--- src/rtl/tt_scanner.sv ---
// Latches an N-input truth table, then sweeps every input combination once per clock,
// streaming idx/s and counting minterms/maxterms. Optional hold port: TT_SCANNER_HOLD_EN.
module tt_scanner #(
  parameter  int N    = 4,
  localparam int TT_W = 2**N
) (
  input  logic            clk,
  input  logic            rst,
  input  logic            start,
`ifdef TT_SCANNER_HOLD_EN
  input  logic            hold,
`endif
  input  logic [TT_W-1:0] table_in,
  input  logic [N-1:0]    eval_in,
  output logic            eval_s,
  output logic            busy,
  output logic            valid,
  output logic [N-1:0]    idx,
  output logic            s,
  output logic [N:0]      ones,
  output logic [N:0]      zeros,
  output logic            done
);

  typedef enum logic [1:0] {IDLE, SCAN, DONE} state_t;

  localparam logic [N-1:0] IDX_LAST = N'(TT_W - 1);

  state_t          r_state;
  logic [TT_W-1:0] r_table;
  logic [N-1:0]    r_idx;
  logic [N:0]      r_ones;
  logic [N:0]      r_zeros;
  logic            r_valid;
  logic            r_busy;
  logic            r_done;
  logic            w_s;
  logic            w_hold;

`ifdef TT_SCANNER_HOLD_EN
  assign w_hold = hold;
`else
  assign w_hold = 1'b0;
`endif

  // Gated by valid so s reads 0 outside the sweep.
  assign w_s = r_valid & r_table[r_idx];

  always_ff @(posedge clk or posedge rst) begin
    if (rst) begin
      r_state <= IDLE;
      r_table <= '0;
      r_idx   <= '0;
      r_ones  <= '0;
      r_zeros <= '0;
      r_valid <= 1'b0;
      r_busy  <= 1'b0;
      r_done  <= 1'b0;
    end else begin
      case (r_state)
        IDLE: begin
          if (start) begin
            r_table <= table_in;
            r_idx   <= '0;
            r_ones  <= '0;
            r_zeros <= '0;
            r_valid <= 1'b1;
            r_busy  <= 1'b1;
            r_state <= SCAN;
          end
        end
        SCAN: begin
          if (!w_hold) begin
            if (w_s) r_ones  <= r_ones + 1'b1;
            else     r_zeros <= r_zeros + 1'b1;
            // The last index is counted, but idx parks there instead of wrapping.
            if (r_idx == IDX_LAST) begin
              r_valid <= 1'b0;
              r_done  <= 1'b1;
              r_state <= DONE;
            end else begin
              r_idx <= r_idx + 1'b1;
            end
          end
        end
        DONE: begin
          r_done  <= 1'b0;
          r_busy  <= 1'b0;
          r_state <= IDLE;
        end
        default: begin
          r_valid <= 1'b0;
          r_busy  <= 1'b0;
          r_done  <= 1'b0;
          r_state <= IDLE;
        end
      endcase
    end
  end

  assign eval_s = r_table[eval_in];
  assign busy   = r_busy;
  assign valid  = r_valid;
  assign idx    = r_idx;
  assign s      = w_s;
  assign ones   = r_ones;
  assign zeros  = r_zeros;
  assign done   = r_done;

endmodule

--- config.mk ---
export PLATFORM = sky130hd
export DESIGN_NAME = tt_scanner
export DESIGN_NICKNAME = d
export VERILOG_FILES = /design/src/rtl/tt_scanner.sv
export SDC_FILE = /design/constraint.sdc
export NUM_CORES = 1
export LEC_CHECK = 0
export CORE_MARGIN = 10
export CORE_UTILIZATION = 54
export CTS_CLUSTER_DIAMETER = 80
export DETAILED_ROUTE_END_ITERATION = 10
export GPL_ROUTABILITY_DRIVEN = 1
export PLACE_DENSITY = 0.83
export SETUP_SLACK_MARGIN = 0.3
export SYNTH_ARGS = -nofsm -noshare
export SYNTH_HDL_FRONTEND = slang
export SYNTH_SLANG_ARGS = --single-unit
--- constraint.sdc ---
create_clock -name clk -period 4.9 [get_ports clk]
set_clock_uncertainty 0.2 [all_clocks]
set_input_delay 0.98 -clock clk [delete_from_list [all_inputs] [get_ports clk]]
set_output_delay 0.98 -clock clk [all_outputs]
set_load 0.05 [all_outputs]
==> results.cfg, run 1 <==
[synthesis]
postSynthRegisterBits = 35
synth_warnings = 0
top_ff_cell_synth = sky130_fd_sc_hd__dfrtp_1
synth.cell_area_mm2 = 0.00189
syn_area_per_cell_um2 = 9.47
yosysTopAreaCellShare = 0.462
synth_cell_types = 38
postSynthNetCount = 226
postSynthCellCount = 200
synth.yosys.seq_area_share = 0.462
post_synth_main_area_contributors = sky130_fd_sc_hd__dfrtp_1, sky130_fd_sc_hd__nand2_1, sky130_fd_sc_hd__mux2i_1, sky130_fd_sc_hd__mux4_2, sky130_fd_sc_hd__nand3_1
synth_async_sr_flop_share = 1.00
synth_top_cell_by_area = sky130_fd_sc_hd__dfrtp_1
synth_enable_flop_cells = 0

[layout]
final_common_cell = sky130_fd_sc_hd__nand2_1
net_count_of_the_finished_layout = 265
layout_common_cells = sky130_fd_sc_hd__nand2_1, sky130_fd_sc_hd__clkdlybuf4s50_1, sky130_fd_sc_hd__dfrtp_1, sky130_fd_sc_hd__nand3_1, sky130_fd_sc_hd__mux2i_1
sequential_cell_area_um2 = 876
antennaDiodeCount = 0
syn2layout_area_growth_pct = 24.9
layout-drive-gt1-share = 0.0917
instances_no_fill = 286
multiInputGateArea_um2 = 916
num-fill-cells = 297

[routing]
drt_iter0_markers = 99
drt_first_pass_iters = 4
dr_wl_met2_um = 2000
totalWireLength_um = 4070
via_count = 1559
drc = 0
vias_per_cell = 5.45
wl_per_cell_um = 14.2
met1_length_um = 1830
final_antenna_net_count = 0
maxUsedRoutingLayer = met4
wl_met3_um = 167

[placed_design]
detailed_place_hpwl_um = 3080
placer_s_final_routability_congestion_estimate = 0.830
dp_cells = 278
port-buffer-count = 41

[worst_setup_path]
setup.worst_path.end_class = output port
crit_path_start_kind = input pin
r2r_cells = 5
worst-endpoint-required_ns = 3.72
timing.critical_path.fanout_max = 4
criticalPathCategory = in -> out
reg2reg_slack_ns = 2.62
timing.critical_path.arrival_ns = 3.29

[cts]
cts_hold_buf = 0
clockBufferDepth = 2
clock-sinks = 35
clkSlewWorstSetupHoldPaths_ns = 0.10
cts_tree = done
h_tree_lvls = 2
insertion_delay_ns = 0.34
cts_root_buffer_type = sky130_fd_sc_hd__clkbuf_4
tritoncts.num_buffers = 5
cts.repair_timing.setup_buffer_count = 0
ctsResizeCount = 0

[timing]
hold_violations = 0
max_slew_margin = 0.324
grt_setup_unrepaired = no
maxClockFrequency_mhz = 224
final-setup-viol-count = 0
finalSetupTns_ns = 0
finalWorstPathRequiredPeriod_ns = 4.47
post-route-period-util = 0.913
worst-slew-pin-transition_ns = 1.01
slew_violations = 0

[global_route]
grt.total_usage = 0.134
antenna_found_initial = 0
grt_pass1_vias = 1534
grt_max_degree = 36
wire_length_of_the_first_global_routing_pass_um = 6900
grt_overflow_total = 0

[outcome]
status = finished, final reports clean

[power_and_ir_drop]
power_per_cell_area_mw_per_mm2 = 719
cellLeakagePower_nw = 1.10
largest_voltage_drop_on_the_vdd_net_uv = 364

[floorplan]
die_w_um = 79.2
initial_standard_cell_utilization_of_the_core = 0.563
floorplan.die_area_mm2 = 0.00628
core_area_mm2 = 0.00336
rows = 21
die_y_um = 79.2
io_pins = 42

[worst_hold_path]
hold_path.class = reg -> reg
worst_hold_path.num_cells = 1

[flow_run]
cap_viol_max_count = 0
logic make-up after synthesis:
| family | synth area share |
|---|---|
| AOI/OAI and AO/OA | 0.0746 |
| xor gates and xnor gates | 0.00925 |
| adders and majority gates | 0.0198 |
| buffers and inverters | 0.0542 |
| DFF | 0.462 |
| muxes | 0.123 |
| and+or+nand+nor | 0.257 |
path summary, 6_finish.rpt:
| check | to | start |
|---|---|---|
| max | eval_s | eval_in[0] |
| max in group asynchronous | zeros[4] | rst |
| max reg2reg | ones[4] | r_state[1] |
| min reg2reg | valid | r_state[0] |
| min in group asynchronous | zeros[0] | rst |
| min | valid | r_state[0] |
flip-flops by register name, summed over array words and instances, names as in the netlist:
register	flops
valid	1
r_state	2
zeros	5
r_table	16
ones	5
done	1
busy	1
idx	4
cell type report:
type,count,share of cell area
repair buffers,42,0.177
clock buffers,8,0.0291
multi-input cells,147,0.387
inverters,8,0.0127
well taps,46,0.0243
flip-flops and latches,35,0.370
cell usage after synthesis (3+ instances only):
library cell              instances
sky130_fd_sc_hd__nor2_1           9
sky130_fd_sc_hd__nand2_1         62
sky130_fd_sc_hd__buf_6            3
sky130_fd_sc_hd__a31oi_1          4
sky130_fd_sc_hd__mux4_2           5
sky130_fd_sc_hd__dfrtp_1         35
sky130_fd_sc_hd__nand3_1         15
sky130_fd_sc_hd__inv_1            8
sky130_fd_sc_hd__ha_1             3
sky130_fd_sc_hd__mux2i_1         12
worst max-delay path, cell delays in order:
cell                              delay (ns)
sky130_fd_sc_hd__clkdlybuf4s50_1        0.59
sky130_fd_sc_hd__mux4_2                 0.53
sky130_fd_sc_hd__mux4_2                 0.47
sky130_fd_sc_hd__clkdlybuf4s50_1        0.72
power breakdown:
| group | internal, mW | switching (mW) | total, mW | leakage [nW] |
|---|---|---|---|---|
| clock network | 0.0844 | 0.0943 | 0.179 | 0.0386 |
| registers | 0.421 | 0.162 | 0.583 | 0.424 |
| logic | 0.382 | 0.557 | 0.938 | 0.639 |
| total | 0.887 | 0.813 | 1.70 | 1.10 |
layer usage:
metal  vias up  track usage
li1        765            -
met1       752        0.162
met2        32        0.223
met3        10       0.0327
met4         0       0.0573
met5         -            0
per-stage QoR:
step | power [mW] | worst slack (ns) | instance area (um2) | hold WS, ns | util
after floorplan | 1.29 | 1.65 | 1890 | 0.256 | -
after global placement | 1.51 | 0.451 | 2300 | 0.276 | 0.683
after detailed placement | 1.53 | 0.413 | 2300 | 0.280 | 0.683
after CTS | 1.71 | 0.410 | 2370 | 0.295 | 0.703
after global routing | 1.83 | 0.332 | 2370 | 0.335 | 0.703
final | 1.70 | 0.428 | 2370 | 0.292 | 0.703
Note: power is estimated with default switching activity, not from simulation.
==> run 2: changes to the inputs <==
- CORE_UTILIZATION: 54 -> 50
- PLACE_DENSITY: 0.83 -> 0.77
- SKIP_LAST_GASP: unset -> 1
- clock period: 4.9 -> 5 ns (I/O delays scaled with it)
==> run 2 against run 1 <==
Against the previous run:
- combinational power decreased by 1%
- die area up 5.9%
- core utilization shrank 5.1 points
- power is essentially flat
- flip-flop and latch count unchanged
- critical path type unchanged
- critical endpoint unchanged
- largest cell class unchanged
- largest power group unchanged
==> results.cfg, run 2 (synthesized netlist as in run 1, its figures left out) <==
[global_route]
grt_pass1_vias = 1433
grt_max_degree = 33
wire_length_of_the_first_global_routing_pass_um = 6690
grt.total_usage = 0.126
antenna_found_initial = 0
grt_overflow_total = 0

[routing]
drc = 0
dr_wl_met2_um = 1980
via_count = 1512
maxUsedRoutingLayer = met4
final_antenna_net_count = 0
wl_per_cell_um = 14.5
drt_first_pass_iters = 4
totalWireLength_um = 4160
vias_per_cell = 5.27
met1_length_um = 1870
wl_met3_um = 274
drt_iter0_markers = 165

[worst_setup_path]
worstPathCellList = clkdlybuf4s50_1, mux4_2, mux4_2, clkdlybuf4s50_1
rr_startpoint = r_state[1]
cp-startpoint = eval_in[0]
largest_stage_delay_on_the_critical_path_ns = 0.72
critPathCapture = eval_s
worst-endpoint-required_ns = 3.80
criticalPathCategory = in -> out
reg2reg_slack_ns = 2.68
setup.worst_path.end_class = output port
timing.critical_path.arrival_ns = 3.30
crit_path_start_kind = input pin
r2r_cells = 5
timing.critical_path.fanout_max = 4
crit-reg2reg-capture = ones[3]
crit_path_top_delay_cell = sky130_fd_sc_hd__clkdlybuf4s50_1

[outcome]
status = finished, final reports clean

[power_and_ir_drop]
seq_power_share = 0.335
power_per_cell_area_mw_per_mm2 = 712
power.share.switching = 0.473
switchingPower_uw = 803
cellLeakagePower_nw = 1.11
combinationalPowerShare = 0.544
p_int_uw = 896
p_clk_frac = 0.121
largest_voltage_drop_on_the_vdd_net_uv = 393

[cts]
cts_hold_buf = 0
cts.repair_timing.setup_buffer_count = 0
clock-sinks = 35
cts_tree = done
insertion_delay_ns = 0.28
tritoncts.num_buffers = 5
clkSlewWorstSetupHoldPaths_ns = 0.07
h_tree_lvls = 2
cts_root_buffer_type = sky130_fd_sc_hd__clkbuf_8
ctsResizeCount = 0
clockBufferDepth = 2

[placed_design]
detailed_place_hpwl_um = 3040
port-buffer-count = 41
placed_area_mm2 = 0.00230
placer_s_final_routability_congestion_estimate = 0.774
dp_cells = 280

[floorplan]
rows = 22
core_area_mm2 = 0.00366
die_w_um = 81.6
io_pins = 42
die_y_um = 81.6
floorplan.die_area_mm2 = 0.00665
initial_standard_cell_utilization_of_the_core = 0.517

[layout]
final_common_cell = sky130_fd_sc_hd__nand2_1
net_count_of_the_finished_layout = 265
instances_no_fill = 287
utilization = 0.652
antennaDiodeCount = 0
layout-drive-gt1-share = 0.0921
num-fill-cells = 314
syn2layout_area_growth_pct = 26.0
largest_register_ff_count = 16
registers.top_by_ff_count = r_table
layout_common_cells = sky130_fd_sc_hd__nand2_1, sky130_fd_sc_hd__clkdlybuf4s50_1, sky130_fd_sc_hd__dfrtp_1, sky130_fd_sc_hd__nand3_1, sky130_fd_sc_hd__mux2i_1
post-route-cell-area_mm2 = 0.00239

[timing]
worst-slew-pin-transition_ns = 1.07
timing.hold.ws_ns = 0.310
maxClockFrequency_mhz = 222
slew_violations = 0
hold_violations = 0
max_slew_margin = 0.282
finalSetupTns_ns = 0
post-route-period-util = 0.899
final-setup-viol-count = 0
finalWorstPathRequiredPeriod_ns = 4.50
grt_setup_unrepaired = no

[worst_hold_path]
hold_path.class = reg -> reg

[flow_run]
cap_viol_max_count = 0
## run 2: cell count changes in the layout (fill, tap and decap cells not counted)
cell                       previous run  this run
sky130_fd_sc_hd__clkbuf_4             5         0
sky130_fd_sc_hd__clkbuf_8             2         6
sky130_fd_sc_hd__clkbuf_1             1         0
sky130_fd_sc_hd__clkinv_2             0         1
## run 2: per-layer routing
layer / vias up / track usage
met4: 0 / 0.0415
met2: 42 / 0.205
met5: - / 0
li1: 770 / -
met3: 4 / 0.0328
met1: 696 / 0.160
## run 2: worst max-delay path: cells and delay by family
kind	cells	cell delay, ns
muxes	2	0.98
buffers and inverters	2	1.31
## run 2: power by group through the flow
| stage | Combinational [mW] | Clock (mW) | Sequential, mW |
|---|---|---|---|
| after floorplan | 0.534 | 0 | 0.726 |
| after global routing | 0.998 | 0.222 | 0.591 |
| after CTS | 0.932 | 0.208 | 0.567 |
| after global placement | 0.911 | 0 | 0.570 |
| after detailed placement | 0.928 | 0 | 0.573 |
| final | 0.924 | 0.206 | 0.569 |
## run 2: worst min-delay path by stage
stage / slack [ns] / end / cells past startpoint / start
2_1_floorplan: 0.26 / valid / 1 / r_state[0]
3_3_place_gp: 0.28 / valid / 1 / r_state[0]
3_5_place_dp: 0.29 / valid / 1 / r_state[0]
4_1_cts: 0.30 / valid / 1 / r_state[0]
5_1_grt: 0.33 / r_table[5] / 2 / r_table[5]
6_report: 0.31 / valid / 1 / r_state[0]
## run 2: through the flow
| step | setup slack [ns] | power (mW) |
|---|---|---|
| floorplan | 1.71 | 1.26 |
| global placement | 0.512 | 1.48 |
| detailed placement | 0.491 | 1.50 |
| CTS | 0.486 | 1.71 |
| global route | 0.453 | 1.81 |
| finish | 0.504 | 1.70 |
## run 2: final cells by class
cell class,count,area (um2),share of cell area
Sequential cell,35,876,0.367
Timing Repair Buffer,42,418,0.175
Tap cell,48,60.1,0.0252
Multi-Input combinational cell,147,916,0.384
Clock inverter,1,5.00,0.00210
Clock buffer,6,82.6,0.0346
Inverter,8,30.0,0.0126
==> run 3: changes to the inputs <==
- CTS_CLUSTER_SIZE: unset -> 10
- GPL_TIMING_DRIVEN: unset -> 0
- SKIP_LAST_GASP: 1 -> unset
==> run 3 against run 2 <==
Against the previous run:
- critical path depth unchanged
- first-iteration DRC count decreased by 35%
- register-to-register slack gained 0.11 ns
- critical path type unchanged
- core utilization up 1.6 points
- final cell count is 3.5% higher
- flip-flop and latch count stayed put
- largest power group unchanged
- hold slack lost 0.015 ns
- via count rose by 3.8%
- sequential share of layout area fell by 0.88 points
- die area unchanged
- clock-buffer cell count up 1
- wire length is 2.3% higher
==> results.cfg, run 3 (synthesized netlist as in run 1, its figures left out) <==
[worst_setup_path]
worst-endpoint-required_ns = 3.80
rr_startpoint = idx[1]
r2r_cells = 7
criticalPathCategory = in -> out
timing.critical_path.arrival_ns = 3.35
timing.critical_path.fanout_max = 4
setup.worst_path.end_class = output port
crit_path_start_kind = input pin
reg2reg_slack_ns = 2.79
crit-reg2reg-capture = ones[3]

[routing]
via_count = 1570
drt_iter0_markers = 108
totalWireLength_um = 4260
drc = 0
vias_per_cell = 5.29
wl_per_cell_um = 14.3
final_antenna_net_count = 0
drt_first_pass_iters = 4

[timing]
timing.hold.ws_ns = 0.295
maxClockFrequency_mhz = 220
finalSetupTns_ns = 0
worst-slew-pin-transition_ns = 0.726
setup_slack_ns = 0.454
slew_violations = 0
grt_setup_unrepaired = no
final-setup-viol-count = 0
max_slew_margin = 0.515
hold_violations = 0
finalWorstPathRequiredPeriod_ns = 4.55
post-route-period-util = 0.909

[cts]
cts_tree = done
clock-sinks = 35
ctsResizeCount = 0
tritoncts.num_buffers = 5
cts_hold_buf = 0
clkSlewWorstSetupHoldPaths_ns = 0.07
cts.repair_timing.setup_buffer_count = 0
insertion_delay_ns = 0.29
clockBufferDepth = 2
h_tree_lvls = 2
cts_root_buffer_type = sky130_fd_sc_hd__clkbuf_8

[global_route]
grt_max_degree = 36
wire_length_of_the_first_global_routing_pass_um = 6980
grt_pass1_vias = 1465
antenna_found_initial = 0
grt_overflow_total = 0
grt.total_usage = 0.134

[outcome]
status = finished, final reports clean

[layout]
post-route-cell-area_mm2 = 0.00245
layout_common_cells = sky130_fd_sc_hd__nand2_1, sky130_fd_sc_hd__clkdlybuf4s50_1, sky130_fd_sc_hd__dfrtp_1, sky130_fd_sc_hd__nand3_1, sky130_fd_sc_hd__mux2i_1
syn2layout_area_growth_pct = 29.1
num-fill-cells = 314
registers.top_by_ff_count = r_table
multiInputGateArea_um2 = 916
largest_register_ff_count = 16
final_common_cell = sky130_fd_sc_hd__nand2_1
net_count_of_the_finished_layout = 274
layout-drive-gt1-share = 0.104
antennaDiodeCount = 0
sequential_cell_area_um2 = 876

[placed_design]
placer_s_final_routability_congestion_estimate = 0.845
placed_area_mm2 = 0.00236
port-buffer-count = 41
dp_worst_setup_slack_ns = 0.446
detailed_place_hpwl_um = 3240

[power_and_ir_drop]
power_per_cell_area_mw_per_mm2 = 708
cellLeakagePower_nw = 1.14
finalPower_mw = 1.73
largest_voltage_drop_on_the_vdd_net_uv = 308

[floorplan]
floorplan.die_area_mm2 = 0.00665
core_area_mm2 = 0.00366
io_pins = 42
die_y_um = 81.6
die_w_um = 81.6
rows = 22
initial_standard_cell_utilization_of_the_core = 0.517

[flow_run]
cap_viol_max_count = 0

[worst_hold_path]
worst_hold_path.num_cells = 1
hold_path_startpoint = r_state[0]
hold_path.class = reg -> reg
worst_hold_path.endpoint = valid
## run 3: area by class of cell
class,instances,area share
buffer,10,0.0297
clock inverter,1,0.00205
clock buffer,7,0.0312
multi-input combinational,147,0.374
tap,48,0.0246
timing repair buffer,41,0.168
inverter,8,0.0123
sequential,35,0.358
## run 3: worst max-delay path by stage
stage	from	endpoint	slack (ns)	cells after the start
5_1_grt	eval_in[0]	eval_s	0.41	4
6_report	eval_in[0]	eval_s	0.45	4
3_5_place_dp	eval_in[0]	eval_s	0.45	4
2_1_floorplan	eval_in[1]	eval_s	1.71	2
3_3_place_gp	eval_in[0]	eval_s	0.45	4
4_1_cts	eval_in[0]	eval_s	0.44	4
## run 3: worst max-delay path: stages
cell and delay [ns]:
sky130_fd_sc_hd__clkdlybuf4s50_1 0.62, sky130_fd_sc_hd__mux4_2 0.55, sky130_fd_sc_hd__mux4_2 0.46, sky130_fd_sc_hd__clkdlybuf4s50_1 0.71
## run 3: layer usage
metal  global-route usage  up-vias  routed length [um]
li1                     -      786                   -
met1                0.167      730                1850
met2                0.210       47                2030
met3               0.0404        7                 302
met4               0.0623        0                  80
met5                    0        -                   0
## run 3: report_power, final
part	internal (mW)	switching [mW]	total, mW	leakage [nW]
Combinational	0.411	0.591	1.00	0.669
Sequential	0.415	0.120	0.535	0.424
Clock	0.0976	0.0972	0.195	0.0422
Total	0.923	0.808	1.73	1.14
## run 3: per-stage QoR
step | instances | util
after global routing | 297 | 0.668
after global placement | 289 | 0.646
after floorplan | 200 | -
after CTS | 297 | 0.668
final | 297 | 0.668
after detailed placement | 289 | 0.646
